[src/rtl/tx_frame_arbiter.sv]
// Round-robin arbiter/sequencer sharing one frame_transmission engine among NUM_REQ requesters.
// Define TX_ARB_TIMEOUT_EN to add a WAIT_DONE watchdog that drives the sticky err_timeout flag.
module tx_frame_arbiter #(
  parameter  int unsigned NUM_REQ        = 4,
  parameter  int unsigned IFG_CYCLES     = 12,
  parameter  int unsigned TIMEOUT_CYCLES = 4096,
  localparam int unsigned ADDR_W         = 48,
  localparam int unsigned TYPE_W         = 16,
  localparam int unsigned DATA_W         = 32,
  localparam int unsigned IDX_W          = 3,
  localparam int unsigned CNT_W          = 16
) (
  input  logic                      clk,
  input  logic                      rst_n,
  input  logic                      cfg_enable,
  input  logic [ADDR_W-1:0]         cfg_src_addr,
  input  logic [NUM_REQ-1:0]        req_valid,
  input  logic [NUM_REQ*ADDR_W-1:0] req_dest_addr,
  input  logic [NUM_REQ*TYPE_W-1:0] req_eth_type,
  input  logic [NUM_REQ*DATA_W-1:0] req_data,
  output logic [NUM_REQ-1:0]        req_ack,
  output logic [ADDR_W-1:0]         ft_dest_addr,
  output logic [ADDR_W-1:0]         ft_src_addr,
  output logic [TYPE_W-1:0]         ft_eth_type,
  output logic [DATA_W-1:0]         ft_data,
  output logic                      ft_start,
  input  logic                      ft_tx_done,
  output logic                      busy,
  output logic [IDX_W-1:0]          cur_grant,
  output logic [CNT_W-1:0]          frames_sent,
  output logic                      err_timeout
);

  localparam int unsigned IFG_W = (IFG_CYCLES > 0) ? $clog2(IFG_CYCLES + 1) : 1;

  if (NUM_REQ < 2 || NUM_REQ > 8) begin : g_bad_num_req
    $error("tx_frame_arbiter: NUM_REQ must lie in 2..8");
  end
  if (TIMEOUT_CYCLES < 1) begin : g_bad_timeout
    $error("tx_frame_arbiter: TIMEOUT_CYCLES must be at least 1");
  end

  typedef enum logic [1:0] {
    IDLE      = 2'd0,
    START     = 2'd1,
    WAIT_DONE = 2'd2,
    IFG       = 2'd3
  } state_e;

  typedef struct packed {
    logic [ADDR_W-1:0] dest;
    logic [ADDR_W-1:0] src;
    logic [TYPE_W-1:0] eth_type;
    logic [DATA_W-1:0] data;
  } desc_t;

  state_e             state, state_d;
  logic [IDX_W-1:0]   ptr, ptr_d;
  logic [IFG_W-1:0]   ifg_cnt, ifg_cnt_d;
  desc_t              desc_q, desc_d, sel_desc;
  logic [NUM_REQ-1:0] ack_d, win_onehot;
  logic               start_d;
  logic               busy_d;
  logic [IDX_W-1:0]   grant_d;
  logic [CNT_W-1:0]   frames_d;
  logic               done_evt;

  logic [IDX_W-1:0]   win_lo, win_hi, winner;
  logic               found_lo, found_hi;

`ifdef TX_ARB_TIMEOUT_EN
  localparam int unsigned WD_W = (TIMEOUT_CYCLES > 1) ? $clog2(TIMEOUT_CYCLES) : 1;
  logic [WD_W-1:0] wd_cnt, wd_cnt_d;
  logic            err_q, err_d;
`endif

  // Round-robin pick: lowest requester at or above ptr, else wrap to the lowest overall.
  always_comb begin : p_arb
    win_lo   = '0;
    win_hi   = '0;
    found_lo = 1'b0;
    found_hi = 1'b0;
    for (int i = 0; i < NUM_REQ; i++) begin
      if (req_valid[i] && !found_lo) begin
        win_lo   = IDX_W'(i);
        found_lo = 1'b1;
      end
      if (req_valid[i] && (IDX_W'(i) >= ptr) && !found_hi) begin
        win_hi   = IDX_W'(i);
        found_hi = 1'b1;
      end
    end
    winner = found_hi ? win_hi : win_lo;
  end

  // Descriptor mux for the winning requester.
  always_comb begin : p_sel
    sel_desc     = '0;
    win_onehot   = '0;
    sel_desc.src = cfg_src_addr;
    for (int i = 0; i < NUM_REQ; i++) begin
      if (IDX_W'(i) == winner) begin
        sel_desc.dest     = req_dest_addr[i*ADDR_W +: ADDR_W];
        sel_desc.eth_type = req_eth_type[i*TYPE_W +: TYPE_W];
        sel_desc.data     = req_data[i*DATA_W +: DATA_W];
        win_onehot[i]     = 1'b1;
      end
    end
  end

  always_comb begin : p_next
    state_d   = state;
    ptr_d     = ptr;
    ifg_cnt_d = ifg_cnt;
    desc_d    = desc_q;
    ack_d     = '0;
    start_d   = 1'b0;
    grant_d   = cur_grant;
    frames_d  = frames_sent;
    done_evt  = 1'b0;
`ifdef TX_ARB_TIMEOUT_EN
    wd_cnt_d  = wd_cnt;
    err_d     = err_q;
`endif
    case (state)
      IDLE: begin
        if (cfg_enable && found_lo) begin
          state_d = START;
          desc_d  = sel_desc;
          ack_d   = win_onehot;
          start_d = 1'b1;
          grant_d = winner;
          ptr_d   = (winner == IDX_W'(NUM_REQ - 1)) ? '0 : winner + IDX_W'(1);
        end
      end
      START: begin
        state_d = WAIT_DONE;
`ifdef TX_ARB_TIMEOUT_EN
        wd_cnt_d = '0;
`endif
      end
      WAIT_DONE: begin
        if (ft_tx_done) begin
          frames_d = frames_sent + CNT_W'(1);
          done_evt = 1'b1;
        end
`ifdef TX_ARB_TIMEOUT_EN
        else if (wd_cnt == WD_W'(TIMEOUT_CYCLES - 1)) begin
          err_d    = 1'b1;
          done_evt = 1'b1;
        end else begin
          wd_cnt_d = wd_cnt + WD_W'(1);
        end
`endif
        if (done_evt) begin
          if (IFG_CYCLES == 0) begin
            state_d = IDLE;
          end else begin
            state_d   = IFG;
            ifg_cnt_d = IFG_W'(IFG_CYCLES);
          end
        end
      end
      IFG: begin
        ifg_cnt_d = ifg_cnt - IFG_W'(1);
        if (ifg_cnt <= IFG_W'(1)) begin
          state_d = IDLE;
        end
      end
      default: state_d = IDLE;
    endcase
    busy_d = (state_d != IDLE);
  end

  always_ff @(posedge clk or negedge rst_n) begin : p_regs
    if (!rst_n) begin
      state       <= IDLE;
      ptr         <= '0;
      ifg_cnt     <= '0;
      desc_q      <= '0;
      req_ack     <= '0;
      ft_start    <= 1'b0;
      busy        <= 1'b0;
      cur_grant   <= '0;
      frames_sent <= '0;
    end else begin
      state       <= state_d;
      ptr         <= ptr_d;
      ifg_cnt     <= ifg_cnt_d;
      desc_q      <= desc_d;
      req_ack     <= ack_d;
      ft_start    <= start_d;
      busy        <= busy_d;
      cur_grant   <= grant_d;
      frames_sent <= frames_d;
    end
  end

`ifdef TX_ARB_TIMEOUT_EN
  always_ff @(posedge clk or negedge rst_n) begin : p_wd
    if (!rst_n) begin
      wd_cnt <= '0;
      err_q  <= 1'b0;
    end else begin
      wd_cnt <= wd_cnt_d;
      err_q  <= err_d;
    end
  end

  assign err_timeout = err_q;
`else
  assign err_timeout = 1'b0;
`endif

  assign ft_dest_addr = desc_q.dest;
  assign ft_src_addr  = desc_q.src;
  assign ft_eth_type  = desc_q.eth_type;
  assign ft_data      = desc_q.data;

endmodule

[config.mk]
export PLATFORM = sky130hd
export DESIGN_NAME = tx_frame_arbiter
export DESIGN_NICKNAME = d
export VERILOG_FILES = /design/src/rtl/tx_frame_arbiter.sv
export SDC_FILE = /design/constraint.sdc
export NUM_CORES = 1
export LEC_CHECK = 0
export ABC_CLOCK_PERIOD_IN_PS = 5360
export BUFFER_PORTS_ARGS = -buffer_cell sky130_fd_sc_hd__buf_2
export CORE_AREA = 2 2 235 237
export DETAILED_ROUTE_END_ITERATION = 6
export DIE_AREA = 0 0 237 239
export HOLD_SLACK_MARGIN = 0.08
export PLACE_DENSITY = 0.43
export SETUP_SLACK_MARGIN = 0.2
export SLEW_MARGIN = 30
export SYNTH_ARGS = -nofsm -noshare
export SYNTH_HDL_FRONTEND = slang
export SYNTH_SLANG_ARGS = --single-unit
[constraint.sdc]
create_clock -name clk -period 5.36 [get_ports clk]
set_input_delay 0.804 -clock clk [delete_from_list [all_inputs] [get_ports clk]]
set_output_delay 0.804 -clock clk [all_outputs]
set_load 0.005 [all_outputs]
Word-level counts from Yosys, hierarchy flattened --
Cells that the tools add are included.
Operators by class: $add $sub $neg 3, magnitude comparators 5, equality and inequality tests 8, multiplexer cells 40, reductions and logical operators 24
Operators by type and width (number):
- $mux 48 | 8
- $mux 1 | 18
- $add 16x1->16 const B | 1
- $mux 3 | 5
- $mux 4 | 3
- $logic_and 1x1->1 | 11
- $mux 2 | 4
- $pmux 2 s4 | 1
- $pmux 4 s2 | 1
- $eq 2x3->1 const A | 2
- $ge 1x3->1 const A | 2
- $ge 2x3->1 const A | 2
- $logic_not 1->1 | 6
- $reduce_and 2->1 | 3
- $eq 2x2->1 const B | 2
- $le 4x1->1 const B | 1
- $reduce_bool 2->1 | 2
- $sub 4x1->4 const B | 1
- $add 3x1->3 const B | 1
- $eq 1x3->1 const A | 1
- $eq 3x2->1 const B | 1
- $logic_not 3->1 | 1
- $eq 2x1->1 const B | 1
- $logic_not 2->1 | 1
- $ne 2x2->1 const B | 1
Word-level totals: register bits 178, bits of input ports 440, output and inout port bits 170, logic and storage cells 92

Logic depth before layout (Yosys ltp) --
depth in word-level cells 18, depth in mapped cells 12, mapped depth without buffers 9

Worst setup path after synthesis --
OpenSTA, ideal clock, no wires.
kind input to register, start point in req_valid[2], end point reg desc_q (netlist bit ft_data[0]), library setup time 0.127 ns, arrival time 2.732 ns, required time 5.233 ns, slack 2.501 ns, stages 9, path buffers 3, path through and3b_1 a311oi_1 ha_1 clkbuf_1 clkbuf_1 clkbuf_1 a21oi_1 a221oi_1 nor2_1
On the way: cells in the longest elaborated chain, start to end 12, elaborated cells between the ends (all ways) 26, classes of those cells eq/ne: 3; mux: 13; reduce/logical: 10
RTL lines:
- from (decl) | line 17 | input logic [NUM_REQ-1:0] req_valid,
- $logic_and 1x1->1 (2 in a row) | line 88 | if (req_valid[i] && (IDX_W'(i) >= ptr) && !found_hi) begin
- $mux 1 | line 88
- $logic_not 1->1 | line 88
- $logic_and 1x1->1 | line 88
- $mux 3 / $mux 1 (equally long branches) | line 88
- $mux 3 * | line 93 | winner = found_hi ? win_hi : win_lo;
- via winner[0] | line 68 | logic [IDX_W-1:0] win_lo, win_hi, winner;
- $logic_not 3->1 | line 102 | if (IDX_W'(i) == winner) begin
- $mux 48 (3 in a row) | line 102
- $mux 48 * | line 102
- to (signal assigned) | line 190 | desc_q <= desc_d;
- to (decl) | line 60 | desc_t desc_q, desc_d, sel_desc;
The timed path passes the listed nets; every way through them passes the cells marked *. A chain may end at the register's enable or synchronous reset.

Final worst setup path --
start point in req_valid[3], end point reg desc_q (netlist bit ft_eth_type[15])
On the way: cells in the longest elaborated chain, start to end 9, elaborated cells between the ends (all ways) 18, classes of those cells eq/ne: 3; mux: 9; reduce/logical: 6
RTL lines (line):
- $logic_and 1x1->1 (2 in a row) | 88
- $mux 3 / $mux 1 (equally long branches) | 88
- $mux 3 * | 93
- via winner[1] | 68
- $logic_not 3->1 | 102
- $mux 48 (3 in a row) | 102
- $mux 48 * | 102
Marks and branches as above.

==> results.md <==
* Max-Cap Viols at 0
* Final hold vios at 0
* Nets at roughly 2300
* CP startpoint kind: primary input
* Residual DRC count at 0
* Synth Register Bits at 176
* Area leader, netlist: dfrtp_1
* Grt ovf at 0
* Type of the most critical hold path: primary input to async pin
* IO buf count at about 610
* Crit path max-delay cell type: ha_4
* Hold_buf cts at 0
* Initial Util at 0.1806
* Worst-skew pair later-pin latency at 0.48 ns
* Full die area at 56640 sq um
* Detailed Route Iter0 Violations at 534
* Ordered cell list for the critical path: buf_2 > nand2b_1 > o2bb2ai_1 > o21a_1 > inv_1 > ha_4 > buf_4 > nand2_1 > o21ai_0 > a221oi_1 > nor2_1
* CTS tree: done
* Synth-to-layout area growth at 44.71%
* Worst Path Max Fanout at between 50 and 60
* Wirelength per Cell at 16.92 um
* Library cells used by synthesis at 37
* Static Leak at 7.305 nW
* Iteration count of the initial detailed-routing pass at 5
* Top-count cell post-synth: nand2_1
* Cts bufs inserted at 17
* Setup Total Neg Slack at 0 ns
* Vias in the first global route at 10830
* Mapped Area at approximately 9800 sq um
* Clock H-tree levels at 4
* Async set-reset flop share out of synthesis at 1.000
* Number of flops mapped to enable cells by yosys at 0
* Pin count of the biggest net entering global routing at 150
* Die X-Extent at 237 um
* Initial antenna violation count at 11
* Normalized max-slew margin at 0.4020
* Clock sink total at 176
* DP HPWL at 31.84 mm
* Fmax at 308.3 MHz
* Synth warnings at 0
* Critical Path Sink Type: flop
* Layout cell share with drive strength beyond 1 at 0.3620
* Ports at 610
* CP Class: primary input to flop
* Unrepaired setup endpoints after global routing: no
* Fill count at between 6000 and 7000
* Core area at approximately 54000 sq um
* Sequential cell area at between 4000 and 5000 sq um
* Multi-input gate area at 4606 sq um
* CP bufs+invs at 3
* Arrival @ worst endpoint at around 3.7 ns
* CTS clk-pin slew, worst paths at 0.08 ns
* Sequential-to-total area share from yosys stat at 0.4488
* Die H at 239 um
* Total number of vias at between 10000 and 15000
* Minimum clock period at 3.244 ns
* Final-report max-slew violation count at 0
* Final setup vio count at 0
* Sw Ratio at 0.4301
* Final Cycle Share at 0.6052
* Net switching power at 2.856 mW
* Routed vias/inst at 4.365
* Postcts setup bufs at 0
* Total power at between 6 and 7 mW
* Num rows at 86
* Syn Inst Count at 1295
* Status: completed
* Global-route wire length before repair at 63.68 mm
* Clk pwr share at 0.192
* CTS max path bufs at 2
* Clock Skew at approximately 0.012 ns
* WP data required at approximately 5.8 ns
* Share of the synthesized area in the top cell type at 0.4488
* CP delay by family, top: buffers and inverters
* Combinational share of power at 0.463
* DRT Wirelength at 43.31 mm
* Int Pwr at approximately 3.8 mW
* Synth top cells by count: nand2_1 (248), nor2_1 (199), a21oi_1 (196)
* Ys flop type: dfrtp_1
* Sequential share of power at 0.344
* Root Buffer: clkbuf_16
* Synth top area cells: dfrtp_1 (45%), a21oi_1 (10%), nand2_1 (9.5%), a221oi_1 (8.6%), nor2_1 (7.6%)
* Power per cell area at 467.5 nW/um^2
* Syn Area/Cell at 7.579 sq um
* Least-Margin Pin Slew at 0.8877 ns
* ANT nets after route at 0
* Max VDD drop at 0.0002215 V
* Total GRT Usage at 0.1472
* Max incr delay on CP at 0.64 ns
* Post_cts resized at 0
* GPL Wtd Cong at 0.8857
-- per-stage QoR --
stage	instance area (sq um)	setup WS (ns)	cells	utilization	hold WS (ns)
CTS	14150	2.053	2551	0.2605	0.3094
finish	14200	2.116	2560	0.2614	0.3407
floorplan	9818	2.501	1296	-	0.4682
detailed placement	13560	1.506	2519	0.2495	0.4567
global placement	13560	1.523	2519	0.2495	0.4527
global route	14200	1.860	2558	0.2613	0.3566
-- power by group through the flow --
stage          Combinational, mW  Clock, mW  Sequential [mW]
3_5_place_dp                3.12          0             2.31
3_3_place_gp                3.10          0             2.30
2_1_floorplan               1.56          0             2.32
5_1_grt                     3.46       1.40             2.38
4_1_cts                     3.12       1.36             2.29
6_report                    3.08       1.28             2.29
-- kinds of logic (layout without fill, tap and decap cells) --
kind of cell | count (synthesis) | count (layout) | synth area share
buffers and inverters | 212 | 764 | 0.08746
AO/OA/AOI/OAI | 401 | 401 | 0.2450
flip-flops | 176 | 176 | 0.4488
AND/OR/NAND/NOR | 480 | 480 | 0.1926
adder cells (fa/ha/maj) | 7 | 7 | 0.008924
other | 1 | 10 | 0.0003821
XOR/XNOR | 15 | 15 | 0.01339
multiplexers | 3 | 3 | 0.003442
-- layout make-up --
type / instances / area share
well taps: 704 / 0.06202
multi-input cells: 908 / 0.3243
clock inverters: 14 / 0.01189
repair buffers: 631 / 0.2330
flip-flops and latches: 176 / 0.3101
inverters: 101 / 0.02705
clock buffers: 18 / 0.03022
diodes: 8 / 0.001410
-- metal layers --
metal / share of wire / global-route usage / up-vias
li1: - / - / 5463
met1: 0.41 / 0.1804 / 5196
met2: 0.49 / 0.2447 / 453
met3: 0.071 / 0.03949 / 57
met4: 0.024 / 0.05965 / 6
met5: 0.00088 / 0 / -
-- sequential cells by signal, summed over array words and instances (netlist names) --
signal        flops
ft_start          1
frames_sent      16
ptr               2
ft_eth_type      16
state             2
ifg_cnt           4
req_ack           4
ft_src_addr      48
ft_dest_addr     48
busy              1
cur_grant         2
ft_data          32
-- worst paths after layout --
check	from	endpoint	slack (ns)	depth (start not counted)
setup / recovery	req_valid[3]	ft_eth_type[15]$_DFFE_PN0P_	2.12	11
hold / removal	rst_n	frames_sent[13]$_DFFE_PN0P_	0.34	1
setup reg to reg	ptr[1]$_DFFE_PN0P_	ft_eth_type[15]$_DFFE_PN0P_	2.17	10
hold reg to reg	ft_src_addr[26]$_DFFE_PN0P_	ft_src_addr[26]$_DFFE_PN0P_	0.47	2
max in group asynchronous	rst_n	ft_dest_addr[32]$_DFFE_PN0P_	3.94	2
min in group clk	ft_src_addr[26]$_DFFE_PN0P_	ft_src_addr[26]$_DFFE_PN0P_	0.47	2
-- layout by cell type (no fill, tap or decap), types with 10 or more instances in the layout --
| cell | instances |
|---|---|
| nor2_1 | 199 |
| buf_4 | 18 |
| a221oi_1 | 96 |
| o21ai_0 | 102 |
| nand2_1 | 248 |
| inv_1 | 100 |
| dfrtp_1 | 176 |
| xnor2_1 | 10 |
| clkbuf_16 | 17 |
| a21oi_1 | 196 |
| buf_2 | 606 |
Note: power is estimated with default switching activity, not from simulation.
